$ cat config.mk
export PLATFORM = sky130hd
export DESIGN_NAME = rf_burst_reader
export DESIGN_NICKNAME = d
export VERILOG_FILES = /design/src/rtl/rf_burst_reader_pkg.sv /design/src/rtl/rf_burst_reader_store.sv /design/src/rtl/rf_burst_reader.sv
export SDC_FILE = /design/constraint.sdc
export NUM_CORES = 2
export LEC_CHECK = 0
export BUFFER_PORTS_ARGS = -buffer_cell sky130_fd_sc_hd__buf_2
export CAP_MARGIN = 20
export CORE_MARGIN = 4
export CORE_UTILIZATION = 45
export DETAILED_ROUTE_END_ITERATION = 16
export GPL_TIMING_DRIVEN = 0
export SETUP_SLACK_MARGIN = 0.5
export SLEW_MARGIN = 40
export SYNTH_ARGS = -nofsm -noshare
export SYNTH_HDL_FRONTEND = slang
export SYNTH_SLANG_ARGS = --single-unit
export TNS_END_PERCENT = 100
$ cat constraint.sdc
create_clock -name CLK -period 4.15 [get_ports CLK]
set_input_delay 0.415 -clock CLK [delete_from_list [all_inputs] [get_ports CLK]]
set_output_delay 0.415 -clock CLK [all_outputs]
set_load 0.1 [all_outputs]
$ cat src/rtl/rf_burst_reader_pkg.sv
// Shared definitions for the burst-read register file.
// Provides the default data/address widths, the storage depth and the
// burst FSM state encoding used by rf_burst_reader and rf_store_32x32.
package rf_burst_reader_pkg;

    localparam int RF_DATA_WIDTH = 32;
    localparam int RF_ADDR_WIDTH = 5;

    // Number of registers addressable with 'aw' address bits.
    function automatic int rf_depth(input int aw);
        return 1 << aw;
    endfunction

    localparam int RF_DEPTH = rf_depth(RF_ADDR_WIDTH);

    typedef enum logic {
        ST_IDLE  = 1'b0,
        ST_BURST = 1'b1
    } burst_state_e;

endpackage

$ cat src/rtl/rf_burst_reader_store.sv
// rf_store_32x32: register storage with one synchronous write port and one
// combinational read port. Register 0 is hardwired to zero: writes to it are
// dropped and reads of it return 0. Synchronous active-high reset clears all
// registers.
//
// Ports:
//   clk      - clock, all updates on rising edge
//   rst      - synchronous active-high reset
//   wr_en    - write strobe
//   wr_addr  - write address
//   wr_data  - write data
//   rd_addr  - combinational read address
//   rd_data  - combinational read data
module rf_store_32x32
    import rf_burst_reader_pkg::*;
#(
    parameter int DATA_WIDTH = RF_DATA_WIDTH,
    parameter int ADDR_WIDTH = RF_ADDR_WIDTH
) (
    input  logic                  clk,
    input  logic                  rst,
    input  logic                  wr_en,
    input  logic [ADDR_WIDTH-1:0] wr_addr,
    input  logic [DATA_WIDTH-1:0] wr_data,
    input  logic [ADDR_WIDTH-1:0] rd_addr,
    output logic [DATA_WIDTH-1:0] rd_data
);

    localparam int DEPTH = rf_depth(ADDR_WIDTH);

    logic [DATA_WIDTH-1:0] mem [DEPTH];

    always_ff @(posedge clk) begin
        if (rst) begin
            for (int i = 0; i < DEPTH; i++) begin
                mem[i] <= '0;
            end
        end else if (wr_en && (wr_addr != '0)) begin
            mem[wr_addr] <= wr_data;
        end
    end

    // Entry 0 is never written after reset, but the explicit zero keeps the
    // read correct even before the first reset.
    assign rd_data = (rd_addr == '0) ? '0 : mem[rd_addr];

endmodule

$ cat src/rtl/rf_burst_reader.sv
// rf_burst_reader: register file with a single-request burst read engine.
// A request accepted in IDLE latches a start address and a beat count
// (RD_LEN, 0 meaning a full 32-beat sweep) and streams one registered beat
// per cycle starting the cycle after acceptance. The address wraps at the
// top of the file. A write landing on the address of the beat being formed
// is forwarded so the beat carries the new value.
//
// Ports:
//   CLK      - clock
//   RST      - synchronous active-high reset
//   WR_EN    - write strobe
//   WR_ADDR  - write address
//   WR_DATA  - write data
//   RD_REQ   - burst request, only honoured while RD_BUSY=0
//   RD_ADDR  - burst start address
//   RD_LEN   - burst length (0 = full depth)
//   RD_BUSY  - burst in progress
//   RD_VALID - RD_DATA holds a beat
//   RD_LAST  - final beat of the burst
//   RD_DATA  - beat data, 0 when RD_VALID=0
//
// state    | meaning
// ---------+------------------------------------------------------------
// ST_IDLE  | no beat on the outputs; a request here forms the first beat
// ST_BURST | a beat is on the outputs; cnt_q beats remain including it
module rf_burst_reader
    import rf_burst_reader_pkg::*;
#(
    parameter int DATA_WIDTH = RF_DATA_WIDTH,
    parameter int ADDR_WIDTH = RF_ADDR_WIDTH
) (
    input  logic                  CLK,
    input  logic                  RST,
    input  logic                  WR_EN,
    input  logic [ADDR_WIDTH-1:0] WR_ADDR,
    input  logic [DATA_WIDTH-1:0] WR_DATA,
    input  logic                  RD_REQ,
    input  logic [ADDR_WIDTH-1:0] RD_ADDR,
    input  logic [ADDR_WIDTH-1:0] RD_LEN,
    output logic                  RD_BUSY,
    output logic                  RD_VALID,
    output logic                  RD_LAST,
    output logic [DATA_WIDTH-1:0] RD_DATA
);

    // One extra bit so the full-depth count is representable.
    localparam int CW = ADDR_WIDTH + 1;
    localparam logic [CW-1:0]         CNT_ONE  = CW'(1);
    localparam logic [CW-1:0]         CNT_FULL = CW'(rf_depth(ADDR_WIDTH));
    localparam logic [ADDR_WIDTH-1:0] ADDR_ONE = ADDR_WIDTH'(1);

    burst_state_e          state_q;
    burst_state_e          state_d;

    logic [ADDR_WIDTH-1:0] addr_q;
    logic [CW-1:0]         cnt_q;
    logic [DATA_WIDTH-1:0] data_q;
    logic                  valid_q;
    logic                  last_q;

    logic                  beat_fire;
    logic [ADDR_WIDTH-1:0] beat_addr;
    logic [CW-1:0]         beat_cnt;
    logic                  beat_last;
    logic                  bypass;
    logic [DATA_WIDTH-1:0] beat_data;
    logic [DATA_WIDTH-1:0] store_rd_data;

    rf_store_32x32 #(
        .DATA_WIDTH (DATA_WIDTH),
        .ADDR_WIDTH (ADDR_WIDTH)
    ) u_store (
        .clk     (CLK),
        .rst     (RST),
        .wr_en   (WR_EN),
        .wr_addr (WR_ADDR),
        .wr_data (WR_DATA),
        .rd_addr (beat_addr),
        .rd_data (store_rd_data)
    );

    always_ff @(posedge CLK) begin
        if (RST) begin
            state_q <= ST_IDLE;
        end else begin
            state_q <= state_d;
        end
    end

    always_comb begin
        state_d = state_q;
        case (state_q)
            ST_IDLE: begin
                if (RD_REQ) begin
                    state_d = ST_BURST;
                end
            end
            ST_BURST: begin
                if (cnt_q == CNT_ONE) begin
                    state_d = ST_IDLE;
                end
            end
            default: state_d = ST_IDLE;
        endcase
    end

    // Decide whether a beat is formed at the coming edge, and for which
    // address and remaining count.
    always_comb begin
        beat_fire = 1'b0;
        beat_addr = addr_q + ADDR_ONE;
        beat_cnt  = cnt_q - CNT_ONE;
        case (state_q)
            ST_IDLE: begin
                beat_fire = RD_REQ;
                beat_addr = RD_ADDR;
                beat_cnt  = (RD_LEN == '0) ? CNT_FULL : {1'b0, RD_LEN};
            end
            ST_BURST: begin
                beat_fire = (cnt_q != CNT_ONE);
            end
            default: beat_fire = 1'b0;
        endcase
    end

    // The store only sees this cycle's write after the edge, so forward it.
    assign bypass    = WR_EN && (WR_ADDR != '0) && (WR_ADDR == beat_addr);
    assign beat_data = bypass ? WR_DATA : store_rd_data;
    assign beat_last = (beat_cnt == CNT_ONE);

    always_ff @(posedge CLK) begin
        if (RST) begin
            addr_q  <= '0;
            cnt_q   <= '0;
            data_q  <= '0;
            valid_q <= 1'b0;
            last_q  <= 1'b0;
        end else begin
            valid_q <= beat_fire;
            last_q  <= beat_fire && beat_last;
            data_q  <= beat_fire ? beat_data : '0;
            if (beat_fire) begin
                addr_q <= beat_addr;
                cnt_q  <= beat_cnt;
            end
        end
    end

    assign RD_BUSY  = (state_q == ST_BURST);
    assign RD_VALID = valid_q;
    assign RD_LAST  = last_q;
    assign RD_DATA  = data_q;

endmodule
Word level (Yosys, flattened, before mapping)
Memory sizes are Yosys's and may differ from the RTL's.
Cells that the tools add are included.

word-level totals
  memory bits (writable) = 1024
  bits of input ports = 51
  memories = 1
  word-level logic and storage cells = 40
  output and inout port bits = 35
  bits in registers = 46

memories
  name         depth  width  rd ports  clocked after Yosys merged registers in  write ports  RTL line                     RTL
  u_store.mem  32     32     1         0                                        32           rf_burst_reader_store.sv:31  logic [DATA_WIDTH-1:0] mem [DEPTH];

operators by class
  equal/unequal tests = 4
  add/sub/neg operators = 2
  reduce and logical (&&, ||, !) cells = 8
  muxes and demuxes = 17
  bitwise operators = 2

operators with widths
  kind                   number
  $mux W32               3
  $reduce_or A32 Y1      1
  $eq A6 B1 Y1 const B   2
  $mux W6                2
  $logic_not A5 Y1       2
  $mux W5                2
  $mux W1                8
  $ne A6 B1 Y1 const B   1
  $sub A6 B1 Y6 const B  1
  $add A5 B1 Y5 const B  1
  $eq A5 B5 Y1           1
  $reduce_bool A5 Y1     1
  $pmux W1 S2            2
  $logic_and A1 B1 Y1    3
  $not A1 Y1             2
  $reduce_or A2 Y1       1

Depth between registers and ports, before layout
  word-level depth = 7
  mapped depth = 13
  depth with buffers taken out = 8

Cells and area by module
Synthesis repeated with hierarchy kept, for this count alone.

unflattened totals
  cell total of the unflattened synthesis = 3204
  area, all modules = 48572.8 um^2

by module, submodules not included
  module           cells each  seq. area each (um^2)  area each (um^2)  times used
  rf_store_32x32   2951        30749.5                46425.8           1
  rf_burst_reader  253         900.9                  2147.1            1

Least setup slack after synthesis
Ideal clock, no wire load.

  path type = reg2reg
  start point = reg state_q, in the netlist RD_BUSY
  end point = reg data_q[23], in the netlist RD_DATA[23]
  path buffers = 2
  data arrival time = 2.860 ns
  library setup time = 0.079 ns
  path slack = 1.211 ns
  cell stages (with the launch flop) = 10
  cell sequence = dfxtp_1 -> buf_6 -> and2b_1 -> or2_1 -> buf_4 -> a211oi_4 -> a2111oi_4 -> a21oi_4 -> or4b_1 -> o211ai_1

on the way
  longest elaborated chain between the ends = 4
  elaborated cells on any way between the ends = 11

RTL lines
  what                                           RTL line                     RTL
  from (decl)                                    rf_burst_reader.sv:52        burst_state_e state_q;
  from (signal assigned)                         rf_burst_reader.sv:86        state_q <= state_d;
  $mux W5 or $not A1 Y1 (tied branches)          --
  $mem_v2 Z32 W32, or another cell as far along  --
  $mux W32, or another cell as far along         rf_burst_reader_store.sv:45  assign rd_data = (rd_addr == '0) ? '0 : mem[rd_addr];
  $mux W32 or $reduce_or A2 Y1 (tied branches)   --
  to (signal assigned)                           rf_burst_reader.sv:141       data_q <= beat_fire ? beat_data : '0;
  to (decl)                                      rf_burst_reader.sv:57        logic [DATA_WIDTH-1:0] data_q;

Several ways; a longest one is shown, not always the timed one.
A chain may end at the register's enable or synchronous reset.

Worst setup path in the final report
  start point = in RD_ADDR[0]
  end point = reg data_q[28], in the netlist RD_DATA[28]

on the way
  longest elaborated chain between the ends = 4
  elaborated cells on any way between the ends = 7

RTL lines
  what                                             RTL line                                             RTL
  from (decl)                                      rf_burst_reader.sv:38                                input logic [ADDR_WIDTH-1:0] RD_ADDR,
  $mux W5 (*)                                      rf_burst_reader.sv:113                               case (state_q)
  $mem_v2 Z32 W32, or another cell as far along    --
  $mux W32 or $logic_and A1 B1 Y1 (tied branches)  rf_burst_reader_store.sv:45, rf_burst_reader.sv:127
  $mux W32 (*)                                     rf_burst_reader.sv:128                               assign beat_data = bypass ? WR_DATA : store_rd_data;

Mark *: on every way between the ends. The rest lies on a longest branch, timed or not.

==> results_dict.tcl <==
set metrics [dict create \
    cts.sinks 1068 \
    place_congestion 1.074 \
    reg2reg_from "RD_BUSY" \
    p_leak_nw 19.54 \
    track_usage 0.3936 \
    synth_edf_count 1023 \
    grt_pass1_vias 45436 \
    setup_tns_ps 0 \
    synth_area_sq_um 53790 \
    relSlewSlack 0.3379 \
    period_share 0.9570 \
    nets 5524 \
    fmax_ghz 0.2518 \
    cts_tree "yes" \
    powerDensity_nw_per_um2 479.6 \
    fin_worst_skew_ps 32.72 \
    preCtsSetupSlack_ps -1254 \
    hold_path.class "input pin to flop" \
    seq_area_frac_synth 0.5879 \
    post_dp_cell_area_sq_um 56600 \
    final_area_sq_um 61560 \
    wl_per_cell_microns 35.62 \
    die_h_microns 353.7 \
    drv_slew 0 \
    h-tree-depth 3 \
    startpoint_type "input pin" \
    vias_per_cell 6.912 \
    yosys_register_bits 1068 \
    setup_violations 0 \
    outcome "complete, no violations" \
    start_util 0.4543 \
    grt_antenna_before_repair 23 \
    min_from "RD_LEN[0]" \
    portBuffers 83 \
    dr_total_vias 49704 \
    grt_max_degree 33 \
    cts_made_buffers 118 \
    finalHoldViolations 0 \
    tightest_slew_ps 993.2 \
    power.total_mw 29.53 \
    timing.final.ws_setup_ps 178.4 \
    syn_to_final_growth_pct 14.45 \
    cp-startpoint "RD_ADDR[0]" \
    r2r_slack_ps 220 \
    ys_types 58 \
    worstSetupPathType "input pin to flop" \
    root_buffer "clkbuf_16" \
    ys_warn_count 0 \
    grt_pass1_wl_microns 346900 \
    ant_nets 0 \
    core_sq_um 118400 \
    syn-mean-instance-area_sq_um 10.29 \
    drive_gt1_frac 0.1193 \
    clock_path_buffers 3 \
    path_max_fanout 10 \
    drt_iter0_markers 9444 \
    dpl.hpwl_microns 182300 \
    final_util 0.5199 \
    maxCapViolCount 0 \
    rsz0062_at_grt "yes" \
    drt-pass1-iter-count 8 \
    clk_pin_slew_worst_paths_ps 60 \
    ioPinCount 86 \
    worstSetupEndpointType "flop" \
    overflow 0 \
    die_area_sq_um 125100 \
    ir_worst_vdd_uv 421.1 \
    drc 0 \
    synth_ff_type "edfxtp_1" \
    clock_latency_ps 760 \
    async_flop_share 0 \
    worstPathArrival_ps 4570 \
    routed_wl_microns 256200 \
    cp_data_required_time_ps 4750 \
    rows 126 \
    period_minus_slack_ps 3972 \
    syn-instance-count 5226 \
    die_w_microns 353.7 \
]
[where the power goes]
group | switching (mW) | leakage [nW] | internal, mW
combinational | 4.79 | 7.57 | 1.41
sequential | 0.289 | 10.1 | 12.4
clock | 4.71 | 1.86 | 5.89
total | 9.79 | 19.5 | 19.7
[worst paths after layout]
| path | to | depth (start not counted) |
|---|---|---|
| hold reg to reg | cnt_q[5] | 2 |
| hold / removal | cnt_q[0] | 3 |
| setup reg to reg | RD_DATA[7] | 9 |
| setup / recovery | RD_DATA[28] | 12 |
[critical path, stage by stage]
cell and delay, ps:
buf_2 180, buf_4 420, clkbuf_4 450, buf_2 390
buf_4 390, buf_2 530, a21oi_1 170, nor2_1 130
a32oi_1 170, a32oi_1 420, nand4_1 470, o211ai_1 400
[cell families (layout without fill, tap and decap cells)]
| family | Yosys count | count (layout) | synth area share |
|---|---|---|---|
| simple gates | 2017 | 2017 | 0.1876 |
| flops | 1068 | 1068 | 0.5879 |
| mux | 11 | 11 | 0.002117 |
| buf+inv | 687 | 1005 | 0.04943 |
| compound gates | 1426 | 1426 | 0.1701 |
| other cells | 1 | 48 | 0.00006972 |
| xor+xnor | 13 | 13 | 0.002117 |
| fa+ha+maj | 3 | 3 | 0.0006980 |
[area by class of cell]
cell class	instances	area, sq um
fillers	10735	56840
inverters	44	165.2
repair buffers	94	561.8
clock buffers	156	3307
clock inverters	68	473.0
well taps	1600	2002
flip-flops and latches	1068	31620
diodes	17	42.54
multi-input cells	3501	20420
plain buffers	643	2969
[Yosys cell counts, drive strengths merged (5+ instances only)]
library cell	instances	area, sq um
inv	44	165.2
or3	106	663.1
nand2	238	893.4
nand3	155	775.7
xnor2	6	52.55
nor2	246	933.4
nor3	932	4664
buf	99	451.7
a32oi	224	1962
nand3b	5	37.54
a22oi	136	1021
nor2b	37	231.5
a211oi	19	155.2
nand2b	148	925.9
o21ai	53	265.3
mux2i	8	80.08
a21oi	769	3860
o211ai	35	262.8
a211o	25	219.0
a21o	31	232.7
and2	63	394.1
a22o	6	52.55
a31oi	11	68.82
xor2	7	61.31
or2	34	212.7
clkbuf	544	2042
dfxtp	45	900.9
o2bb2ai	78	683.2
nand4	41	256.5
o2111ai	26	227.7
edfxtp	1023	30720
[registers in the layout, summed over array words and instances, names as in the netlist]
| register | flops |
|---|---|
| u_store.mem | 1023 |
| RD_DATA | 32 |
| cnt_q | 6 |
| addr_q | 5 |
| RD_BUSY | 1 |
| RD_LAST | 1 |
[routing by layer]
layer,GRT usage,part of all wire
met1,0.5108,0.36
met2,0.5535,0.41
met3,0.1583,0.16
met4,0.2304,0.072
met5,0.009231,0.00087
[through the flow]
| step | hold slack, ps | cells |
|---|---|---|
| finish | 25.95 | 7191 |
| global route | 53.00 | 7174 |
| CTS | 2.559 | 7171 |
| detailed placement | 483.4 | 6944 |
| global placement | 477.9 | 6939 |
| floorplan | 461.4 | 5256 |
[cell usage in the layout (no fill, tap or decap), types with 26 or more instances in the layout]
cell type and instances:
nor2_1 241, and2_1 63, nor3_1 932, clkinv_2 28
nand2_1 237, nand3_1 152, clkbuf_4 30, or3_1 106
clkbuf_16 127, clkbuf_1 386, o2bb2ai_1 78, a21o_1 31
nand2b_1 148, clkbuf_2 156, o211ai_1 35, o2111ai_1 26
o21ai_0 53, nor2b_1 37, buf_4 31, nand4_1 41
dfxtp_1 44, inv_1 44, or2_4 29, a32oi_1 154
conb_1 31, a22oi_1 133, a21oi_1 768, a32oi_2 60
buf_2 133, edfxtp_1 1023
[what timing repair did]
| item | in CTS | in global routing |
|---|---|---|
| resized for setup | 200 | 129 |
| endpoints found under the setup margin | 32 | 31 |
| pin swaps | 24 | 20 |
| buffers inserted | 3 | 0 |
| hold buffers | 0 | 0 |
Power figures use the tool's default switching activity.
